**config.mk**
```make
export PLATFORM = sky130hd
export DESIGN_NAME = redma_job_sched
export DESIGN_NICKNAME = d
export VERILOG_FILES = /design/src/rtl/redma_job_sched.sv
export SDC_FILE = /design/constraint.sdc
export NUM_CORES = 1
export LEC_CHECK = 0
export CAP_MARGIN = 25
export CORE_AREA = 5 5 194 196
export DETAILED_ROUTE_END_ITERATION = 10
export DIE_AREA = 0 0 199 201
export PLACE_DENSITY = 0.52
export RECOVER_POWER = 100
export REMOVE_ABC_BUFFERS = 1
export SLEW_MARGIN = 10
export SYNTH_ARGS = -nofsm -noshare
export SYNTH_HDL_FRONTEND = slang
export SYNTH_SLANG_ARGS = --single-unit
```
**constraint.sdc**
```tcl
create_clock -name clk -period 3.1 [get_ports clk]
set_input_delay 0.465 -clock clk [delete_from_list [all_inputs] [get_ports clk]]
set_output_delay 0.465 -clock clk [all_outputs]
set_load 0.01 [all_outputs]
```
**src/rtl/redma_job_sched.sv**
```systemverilog
// Round-robin job scheduler that lets NUM_REQ descriptor sources share one DMA datapath.
// Build option: define REDMA_JOB_TIMEOUT_EN to add a WAIT-state watchdog (TIMEOUT_CYCLES) that aborts with done_err.

module redma_job_sched #(
  parameter int NUM_REQ              = 4,
  parameter int INTERNAL_RADDR_WIDTH = 32,
  parameter int INTERNAL_WADDR_WIDTH = 32,
  parameter int BTT_WIDTH            = 32,
  parameter int TIMEOUT_CYCLES       = 65535
) (
  input  logic                                    clk,
  input  logic                                    rst,
  input  logic [NUM_REQ-1:0]                      req_valid,
  output logic [NUM_REQ-1:0]                      req_ready,
  input  logic [NUM_REQ*INTERNAL_RADDR_WIDTH-1:0] req_raddr,
  input  logic [NUM_REQ*INTERNAL_WADDR_WIDTH-1:0] req_waddr,
  input  logic [NUM_REQ*BTT_WIDTH-1:0]            req_btt,
  input  logic [NUM_REQ-1:0]                      req_write_zero,
  output logic [NUM_REQ-1:0]                      done_valid,
  output logic                                    done_err,
  output logic [INTERNAL_RADDR_WIDTH-1:0]         read_start_addr,
  output logic [INTERNAL_WADDR_WIDTH-1:0]         write_start_addr,
  output logic [BTT_WIDTH-1:0]                    btt,
  output logic                                    write_zero,
  output logic                                    reader_start,
  output logic                                    writer_start,
  input  logic                                    set_reader_intr,
  input  logic                                    set_writer_intr,
  output logic                                    busy,
  output logic [$clog2(NUM_REQ)-1:0]              grant_id
);

  localparam int IDW = $clog2(NUM_REQ);

  typedef enum logic [1:0] {
    IDLE   = 2'd0,
    LAUNCH = 2'd1,
    WAIT   = 2'd2,
    DONE   = 2'd3
  } state_e;

  state_e                          state_q, state_d;
  logic [IDW-1:0]                  rr_ptr_q, rr_ptr_d;
  logic [IDW-1:0]                  grant_id_q, grant_id_d;
  logic [INTERNAL_RADDR_WIDTH-1:0] raddr_q, raddr_d;
  logic [INTERNAL_WADDR_WIDTH-1:0] waddr_q, waddr_d;
  logic [BTT_WIDTH-1:0]            btt_q, btt_d;
  logic                            wzero_q, wzero_d;
  logic                            rdone_q, rdone_d;
  logic                            wdone_q, wdone_d;

  logic                            grant_found;
  logic [IDW-1:0]                  grant_idx;
  logic [INTERNAL_RADDR_WIDTH-1:0] sel_raddr;
  logic [INTERNAL_WADDR_WIDTH-1:0] sel_waddr;
  logic [BTT_WIDTH-1:0]            sel_btt;
  logic                            sel_wzero;

  // Search starts at rr_ptr so the requester served last is considered last.
  always_comb begin
    int slot;
    slot        = 0;
    grant_found = 1'b0;
    grant_idx   = '0;
    for (int i = 0; i < NUM_REQ; i++) begin
      slot = int'(rr_ptr_q) + i;
      if (slot >= NUM_REQ) slot = slot - NUM_REQ;
      if (!grant_found && req_valid[IDW'(slot)]) begin
        grant_found = 1'b1;
        grant_idx   = IDW'(slot);
      end
    end
  end

  always_comb begin
    sel_raddr = req_raddr[grant_idx*INTERNAL_RADDR_WIDTH +: INTERNAL_RADDR_WIDTH];
    sel_waddr = req_waddr[grant_idx*INTERNAL_WADDR_WIDTH +: INTERNAL_WADDR_WIDTH];
    sel_btt   = req_btt[grant_idx*BTT_WIDTH +: BTT_WIDTH];
    sel_wzero = req_write_zero[grant_idx];
  end

`ifdef REDMA_JOB_TIMEOUT_EN
  localparam int CNT_W = $clog2(TIMEOUT_CYCLES + 1);
  logic [CNT_W-1:0] cnt_q, cnt_d;
  logic             err_q, err_d;
`endif

  // NOTE: every combinational output and next-state value gets a default before the case, so no path can infer a latch.
  always_comb begin
    state_d      = state_q;
    rr_ptr_d     = rr_ptr_q;
    grant_id_d   = grant_id_q;
    raddr_d      = raddr_q;
    waddr_d      = waddr_q;
    btt_d        = btt_q;
    wzero_d      = wzero_q;
    rdone_d      = rdone_q;
    wdone_d      = wdone_q;
    req_ready    = '0;
    done_valid   = '0;
    reader_start = 1'b0;
    writer_start = 1'b0;
`ifdef REDMA_JOB_TIMEOUT_EN
    cnt_d        = cnt_q;
    err_d        = err_q;
`endif

    unique case (state_q)
      IDLE: begin
        if (grant_found) begin
          req_ready[grant_idx] = 1'b1;
          grant_id_d           = grant_idx;
          raddr_d              = sel_raddr;
          waddr_d              = sel_waddr;
          btt_d                = sel_btt;
          wzero_d              = sel_wzero;
          state_d              = (sel_btt == '0) ? DONE : LAUNCH;
        end
      end

      LAUNCH: begin
        writer_start = 1'b1;
        reader_start = !wzero_q;
        // A zero-fill job has no read phase, so its read side counts as already complete.
        rdone_d      = wzero_q;
        wdone_d      = 1'b0;
`ifdef REDMA_JOB_TIMEOUT_EN
        cnt_d        = '0;
`endif
        state_d      = WAIT;
      end

      WAIT: begin
        rdone_d = rdone_q | set_reader_intr;
        wdone_d = wdone_q | set_writer_intr;
`ifdef REDMA_JOB_TIMEOUT_EN
        cnt_d   = cnt_q + 1'b1;
        if (rdone_d && wdone_d) begin
          state_d = DONE;
        end else if (cnt_q == CNT_W'(TIMEOUT_CYCLES - 1)) begin
          state_d = DONE;
          err_d   = 1'b1;
        end
`else
        if (rdone_d && wdone_d) state_d = DONE;
`endif
      end

      DONE: begin
        done_valid[grant_id_q] = 1'b1;
        rr_ptr_d = (grant_id_q == IDW'(NUM_REQ - 1)) ? '0 : grant_id_q + 1'b1;
        rdone_d  = 1'b0;
        wdone_d  = 1'b0;
`ifdef REDMA_JOB_TIMEOUT_EN
        err_d    = 1'b0;
`endif
        state_d  = IDLE;
      end

      default: state_d = IDLE;
    endcase
  end

  // NOTE: sequential state uses non-blocking assignments only, so every register samples pre-edge values.
  always_ff @(posedge clk or posedge rst) begin
    if (rst) begin
      state_q    <= IDLE;
      rr_ptr_q   <= '0;
      grant_id_q <= '0;
      raddr_q    <= '0;
      waddr_q    <= '0;
      btt_q      <= '0;
      wzero_q    <= 1'b0;
      rdone_q    <= 1'b0;
      wdone_q    <= 1'b0;
    end else begin
      state_q    <= state_d;
      rr_ptr_q   <= rr_ptr_d;
      grant_id_q <= grant_id_d;
      raddr_q    <= raddr_d;
      waddr_q    <= waddr_d;
      btt_q      <= btt_d;
      wzero_q    <= wzero_d;
      rdone_q    <= rdone_d;
      wdone_q    <= wdone_d;
    end
  end

`ifdef REDMA_JOB_TIMEOUT_EN
  always_ff @(posedge clk or posedge rst) begin
    if (rst) begin
      cnt_q <= '0;
      err_q <= 1'b0;
    end else begin
      cnt_q <= cnt_d;
      err_q <= err_d;
    end
  end

  assign done_err = (state_q == DONE) && err_q;
`else
  // Without the watchdog a job can never abort; the limit parameter has no effect.
  logic unused_timeout_cfg;
  assign unused_timeout_cfg = (TIMEOUT_CYCLES == 0);
  assign done_err           = 1'b0;
`endif

  assign read_start_addr  = raddr_q;
  assign write_start_addr = waddr_q;
  assign btt              = btt_q;
  assign write_zero       = wzero_q;
  assign grant_id         = grant_id_q;
  assign busy             = (state_q != IDLE);

endmodule

```
* Yosys cells after proc, flatten, opt, wreduce, memory -nomap -nowiden
Cells that the tools add are included.
** Operators by class
- Add/subtract/negate cells :: 8
- Multiply operators :: 0
- Div/mod/pow operators :: 0
- Order comparisons :: 12
- Equality and inequality tests :: 6
- Shifts and indexed selects :: 3
- Multiplexer cells :: 42
- Bitwise logic cells :: 2
- Reduce and logical (&&, ||, !) cells :: 18
** Operator list (number)
- indexed part select 128 x 8 -> 32 bit :: 3
- logical NOT 32 bit :: 1
- 2-to-1 mux 2 bit :: 12
- 2-to-1 mux 1 bit :: 17
- < comparator 2 x 4 -> 1 bit, second input constant :: 4
- 2-to-1 mux 4 bit :: 3
- binary-select mux 1 bit (select 2 bit) :: 5
- >= comparator 3 bit, second input constant :: 3
- one-hot mux 2 bit (4 select lines) :: 1
- subtractor 2 x 1 -> 2 bit, second input constant :: 4
- adder 2 x 2 -> 3 bit, second input constant :: 2
- equality test 2 bit, second input constant :: 3
- logical AND 1 bit :: 6
- < comparator 2 x 3 -> 1 bit, second input constant :: 2
- demux 1 bit (select 2 bit) :: 2
- >= comparator 2 x 1 -> 1 bit, second input constant :: 2
- logical NOT 1 bit :: 4
- != test 2 bit, second input constant :: 2
- AND reduction 2 bit :: 2
- nonzero test 2 bit :: 2
- adder 2 x 1 -> 3 bit, second input constant :: 1
- >= comparator 2 x 3 -> 1 bit, second input constant :: 1
- one-hot mux 1 bit (3 select lines) :: 1
- nonzero test 3 bit :: 1
- other kinds (6) :: 7
** Storage, ports and cells
- Flip-flop bits (word level) :: 105
- Latch bits :: 0
- Memory bits (writable) :: 0
- Bits in read-only memories :: 0
- Input bits :: 396
- Logic and storage cells :: 100
- Memories :: 0

* Depth between registers and ports, before layout
- Word-level depth :: 21
- Depth in mapped cells :: 10
- Gate-level depth less buffers :: 7

* Worst setup path before layout
No wires, ideal clock.
- Path type :: input to output
- Start point :: in req_valid[1]
- End point :: out req_ready[0]
- Arrival time :: 1.808 ns
- Required time :: 2.635 ns
- Setup slack :: 0.827 ns
- Cell stages on the path :: 6
- Cell sequence :: or3b_1 > o221a_2 > buf_2 > buf_2 > buf_1 > nor3_1
** Between the ends
- Cells in the longest elaborated chain, start to end :: 19
- Elaborated cells between the ends (all ways) :: 33
** RTL lines
- start, declared :: RTL line 13 : input logic [NUM_REQ-1:0] req_valid,
- binary-select mux 1 bit (select 2 bit) :: RTL line 68 : if (!grant_found && req_valid[IDW'(slot)]) begin
- 2-to-1 mux 1 bit (implied by the code) (2 in series) :: RTL line 68
- 2-to-1 mux 1 bit :: RTL line 68
- logical NOT 1 bit :: RTL line 68
- logical AND 1 bit :: RTL line 68
- 2-to-1 mux 1 bit :: RTL line 68
- logical NOT 1 bit :: RTL line 68
- logical AND 1 bit :: RTL line 68
- [... 2 more ...]
- logical AND 1 bit :: RTL line 68
- 2-to-1 mux 2 bit :: RTL line 68
- < comparator 2 x 3 -> 1 bit (implied by the code) / >= comparator 2 x 1 -> 1 bit (equally long branches) :: RTL line 111 : req_ready[grant_idx] = 1'b1;
- logical AND 1 bit (implied by the code) :: RTL line 111
- 2-to-1 mux 1 bit (implied by the code) :: RTL line 111
- demux 1 bit (select 2 bit) :: RTL line 111
- 2-to-1 mux 4 bit (*) :: RTL line 110 : if (grant_found) begin
- 2-to-1 mux 4 bit (*) :: RTL line 108 : unique case (state_q)
- end, declared :: RTL line 14 : output logic [NUM_REQ-1:0] req_ready,
Every way passes the cells marked *; elsewhere a longest branch is shown, timed or not. The select of a mux whose other input is x is not followed.

* Worst setup path in the final report
- Start point :: in req_valid[2]
- End point :: reg state_q[1]
** Between the ends
- Cells in the longest elaborated chain, start to end :: 18
- Elaborated cells between the ends (all ways) :: 33
** RTL lines
- binary-select mux 1 bit (select 2 bit) :: RTL line 68
- 2-to-1 mux 1 bit (implied by the code) (2 in series) :: RTL line 68
- 2-to-1 mux 1 bit :: RTL line 68
- logical NOT 1 bit :: RTL line 68
- logical AND 1 bit :: RTL line 68
- 2-to-1 mux 1 bit :: RTL line 68
- logical NOT 1 bit :: RTL line 68
- logical AND 1 bit :: RTL line 68
- 2-to-1 mux 1 bit :: RTL line 68
- logical NOT 1 bit :: RTL line 68
- logical AND 1 bit :: RTL line 68
- 2-to-1 mux 2 bit :: RTL line 68
- indexed part select 128 x 8 -> 32 bit :: RTL line 78 : sel_btt = req_btt[grant_idx*BTT_WIDTH +: BTT_WIDTH];
- logical NOT 32 bit :: RTL line 117 : state_d = (sel_btt == '0) ? DONE : LAUNCH;
- 2-to-1 mux 2 bit :: RTL line 117
- 2-to-1 mux 2 bit :: RTL line 110
- one-hot mux 2 bit (4 select lines) :: RTL line 108
- end signal, assigned :: RTL line 177 : state_q <= state_d;
- end, declared :: RTL line 42 : state_e state_q, state_d;
Several ways; a longest one is shown, not always the timed one. The select of a mux whose other input is x is not followed.
A chain may end at the register's enable or synchronous reset.

==> run summary <==
Syn Area/Cell: 7.05 um2
TritonCTS Buffers: 9
Critical Path Sink Type: flop
Final setup vio count: 0
Tmin final: 2.98 ns
Synthesis-to-finish area growth: 82.8%
Post-CTS Setup Repair Bufs: 0
Unrepaired setup endpoints after global routing: false
Synthesized area: 0.00726 mm2
Library cells used by synthesis: 34
Final period util: 0.961
Pin count of the biggest net entering global routing: 101
Critical Path Start Type: input port
Area of the multi-input gates: 0.00428 mm2
Gr ovfl total: 0
Multiplexer share of the synthesized area: 0.135
Complex-gate fraction of the synthesized area: 0.0210
Max VDD drop: 0.000458 V
Avg WL per Cell: 17.9 um
Final WS setup: 0.120 ns
Crit path max-delay family: simple AND/OR/NAND/NOR gates
Clk sink count: 105
Fillcell total: 3768
Crit path kind: input port to flop
MaxCap Viol Count: 0
Hold Path Class: flop to flop
Area fraction in and, or, nand and nor cells after synthesis: 0.408
Num rows: 70
Die height: 201 um
CP max stage cell: clkdlybuf4s50_1
Pre-CTS WS: -0.224 ns
Root Driver: clkbuf_16
Ys async rst share: 1.00
Syn Inst Count: 1030
Hold Vio Cnt, Final: 0
Seq cells post-synth: 105
CP Max Fanout: 11
Antenna violations before repair: 2
I/O Buffers: 505
Fin cells: 1978
Synth Warn #: 0
Clk buf depth: 2
CTS tree: yes
Final Skew: 0.00761 ns
Slew HR: 0.0474
Initial Util: 0.202
Total Power: 0.0102 W
Final slew viol count: 0
Worst-path clk slew: 0.07 ns
Most used cell, CP: mux2i_1
Initial DRT Pass Iterations: 4
Core footprint: 0.0359 mm2
Max incr delay on CP: 0.53 ns
DRC errors left: 0
Die span in x: 199 um
Synth Area in Adders: 0.0155
Layout net count: 1909
Synth Flop Type: dfrtp_1
Commonest non-fill, non-tap cell in the layout: nand2_1
Worst-Skew Late Latency: 0.35 ns
Commonest non-fill, non-tap cells in the layout: 489 x nand2_1, 397 x clkdlybuf4s50_1, 196 x nand3_1
Status: finished, final reports clean
DP HPWL: 28000 um
Total GRT Usage: 0.169
DP Cell Count: 1961
Share of cells above drive strength 1: 0.0411
Synth Area in XOR/XNOR: 0
Final ANT Viol Nets: 0
Hold worst-path end: btt[16]$_DFFE_PP0P_
Vias in the first global route: 9208
Vias per cell: 4.40
Io pins: 507
Depth of the worst register-to-register path: 8
Fmax: 336 MHz
Largest family of logic cells by synthesized area: simple AND/OR/NAND/NOR gates
Hold path start: btt[16]$_DFFE_PP0P_
Flop2flop setup slack: 0.27 ns
Die area: 0.0400 mm2
Worst-margin pin slew: 1.42 ns
Hold depth: 2
CP Launch Point: req_valid[2]
WP buf/inv: 2
1st-iter DRT viols: 251
First-pass GRT wire length: 53200 um
Cell Chain, Critical Path: clkdlybuf4s50_1 -> or3b_1 -> o221ai_4 -> buf_4 -> mux2i_1 -> mux2i_1 -> nor4_1 -> nand2_1 -> o31ai_2
Power Density: 771 mW/mm2
H-tree Lvls: 3
RD Place Congestion: 0.847
Sequential fraction of the synthesis area: 0.362
Post-synth EDFFs: 0
R2R Path End: state_q[1]$_DFFE_PP0P_
Critical R2R Launch: rr_ptr_q[1]$_DFFE_PP0P_
Routed WL: 35400 um
CP arrival: 3.24 ns
Vias: 8696
Pleak: 6.22 nW
Register area: 0.00263 mm2
CP Data Required Time: 3.36 ns
what timing repair did:
| item | CTS | global route |
|---|---|---|
| hold buffers | 0 | 0 |
| setup endpoints to repair | 2 | 2 |
| resized for setup | 3 | 4 |
per-stage QoR:
step	hold slack, ns	setup TNS (ns)	area, um2	utilization
4_1_cts	0.455	0	13300	0.371
5_1_grt	0.489	0	13300	0.370
2_1_floorplan	0.461	-726.86	6880	-
6_report	0.468	0	13300	0.370
3_5_place_dp	0.461	-0.450	13000	0.361
3_3_place_gp	0.457	-0.376	13000	0.361
flip-flops by register name, summed over array words and instances (netlist names):
name / flops
rr_ptr_q: 2
state_q: 2
btt: 32
wdone_q: 1
rdone_q: 1
read_start_addr: 32
write_zero: 1
write_start_addr: 32
grant_id: 2
worst register-to-register path, stage by stage (launching register included):
cell and delay [ns]:
dfrtp_2 0.48, mux2i_2 0.20, o221ai_4 0.48, buf_4 0.34, mux2i_1 0.22, mux2i_1 0.13, nor4_1 0.50, nand2_1 0.13
o31ai_2 0.26
synth_stat cells (all sizes together), types with 2 or more instances:
library cell | count | area share
a21oi | 3 | 0.0021
and2 | 4 | 0.0034
buf | 39 | 0.033
clkbuf | 39 | 0.020
dfrtp | 105 | 0.36
ha | 9 | 0.016
inv | 8 | 0.0041
mux2 | 2 | 0.0031
mux2i | 96 | 0.13
nand2 | 489 | 0.25
nand3 | 196 | 0.14
nor2 | 5 | 0.0026
nor2b | 3 | 0.0026
nor3 | 2 | 0.0014
nor4 | 9 | 0.0078
o21ai | 3 | 0.0021
o22a | 3 | 0.0036
o22ai | 3 | 0.0034
logic make-up (layout without fill, tap and decap cells):
| family | Yosys count | after routing |
|---|---|---|
| other cells | 1 | 2 |
| flops | 105 | 105 |
| compound gates | 20 | 20 |
| mux | 98 | 98 |
| buf+inv | 86 | 565 |
| simple gates | 711 | 711 |
| fa+ha+maj | 9 | 9 |
layer usage:
layer / global-route usage / part of all wire
met1: 0.194 / 0.39
met2: 0.299 / 0.50
met3: 0.0567 / 0.087
met4: 0.0454 / 0.021
met5: 0 / 0.00054
worst max-delay path by stage:
stage / end / cells after the start
6_report: state_q[1]$_DFFE_PP0P_ / 9
5_1_grt: req_ready[3] / 7
4_1_cts: req_ready[1] / 7
3_5_place_dp: req_ready[2] / 5
3_3_place_gp: req_ready[2] / 5
2_1_floorplan: state_q[1]$_DFFE_PP0P_ / 7
power breakdown:
group          switching [W]  leakage [nW]  internal [W]
combinational        0.00364          4.77       0.00283
clock               0.000540         0.169      0.000776
sequential          0.000379          1.28       0.00208
layout make-up:
| type | instances | share of cell area |
|---|---|---|
| Multi-Input combinational cell | 839 | 0.322 |
| Clock inverter | 4 | 0.00556 |
| Sequential cell | 105 | 0.198 |
| Clock buffer | 12 | 0.0201 |
| Timing Repair Buffer | 541 | 0.407 |
| Antenna cell | 1 | 0.000189 |
| Inverter | 8 | 0.00236 |
| Tap cell | 468 | 0.0441 |
Note: power is estimated with default switching activity, not from simulation.
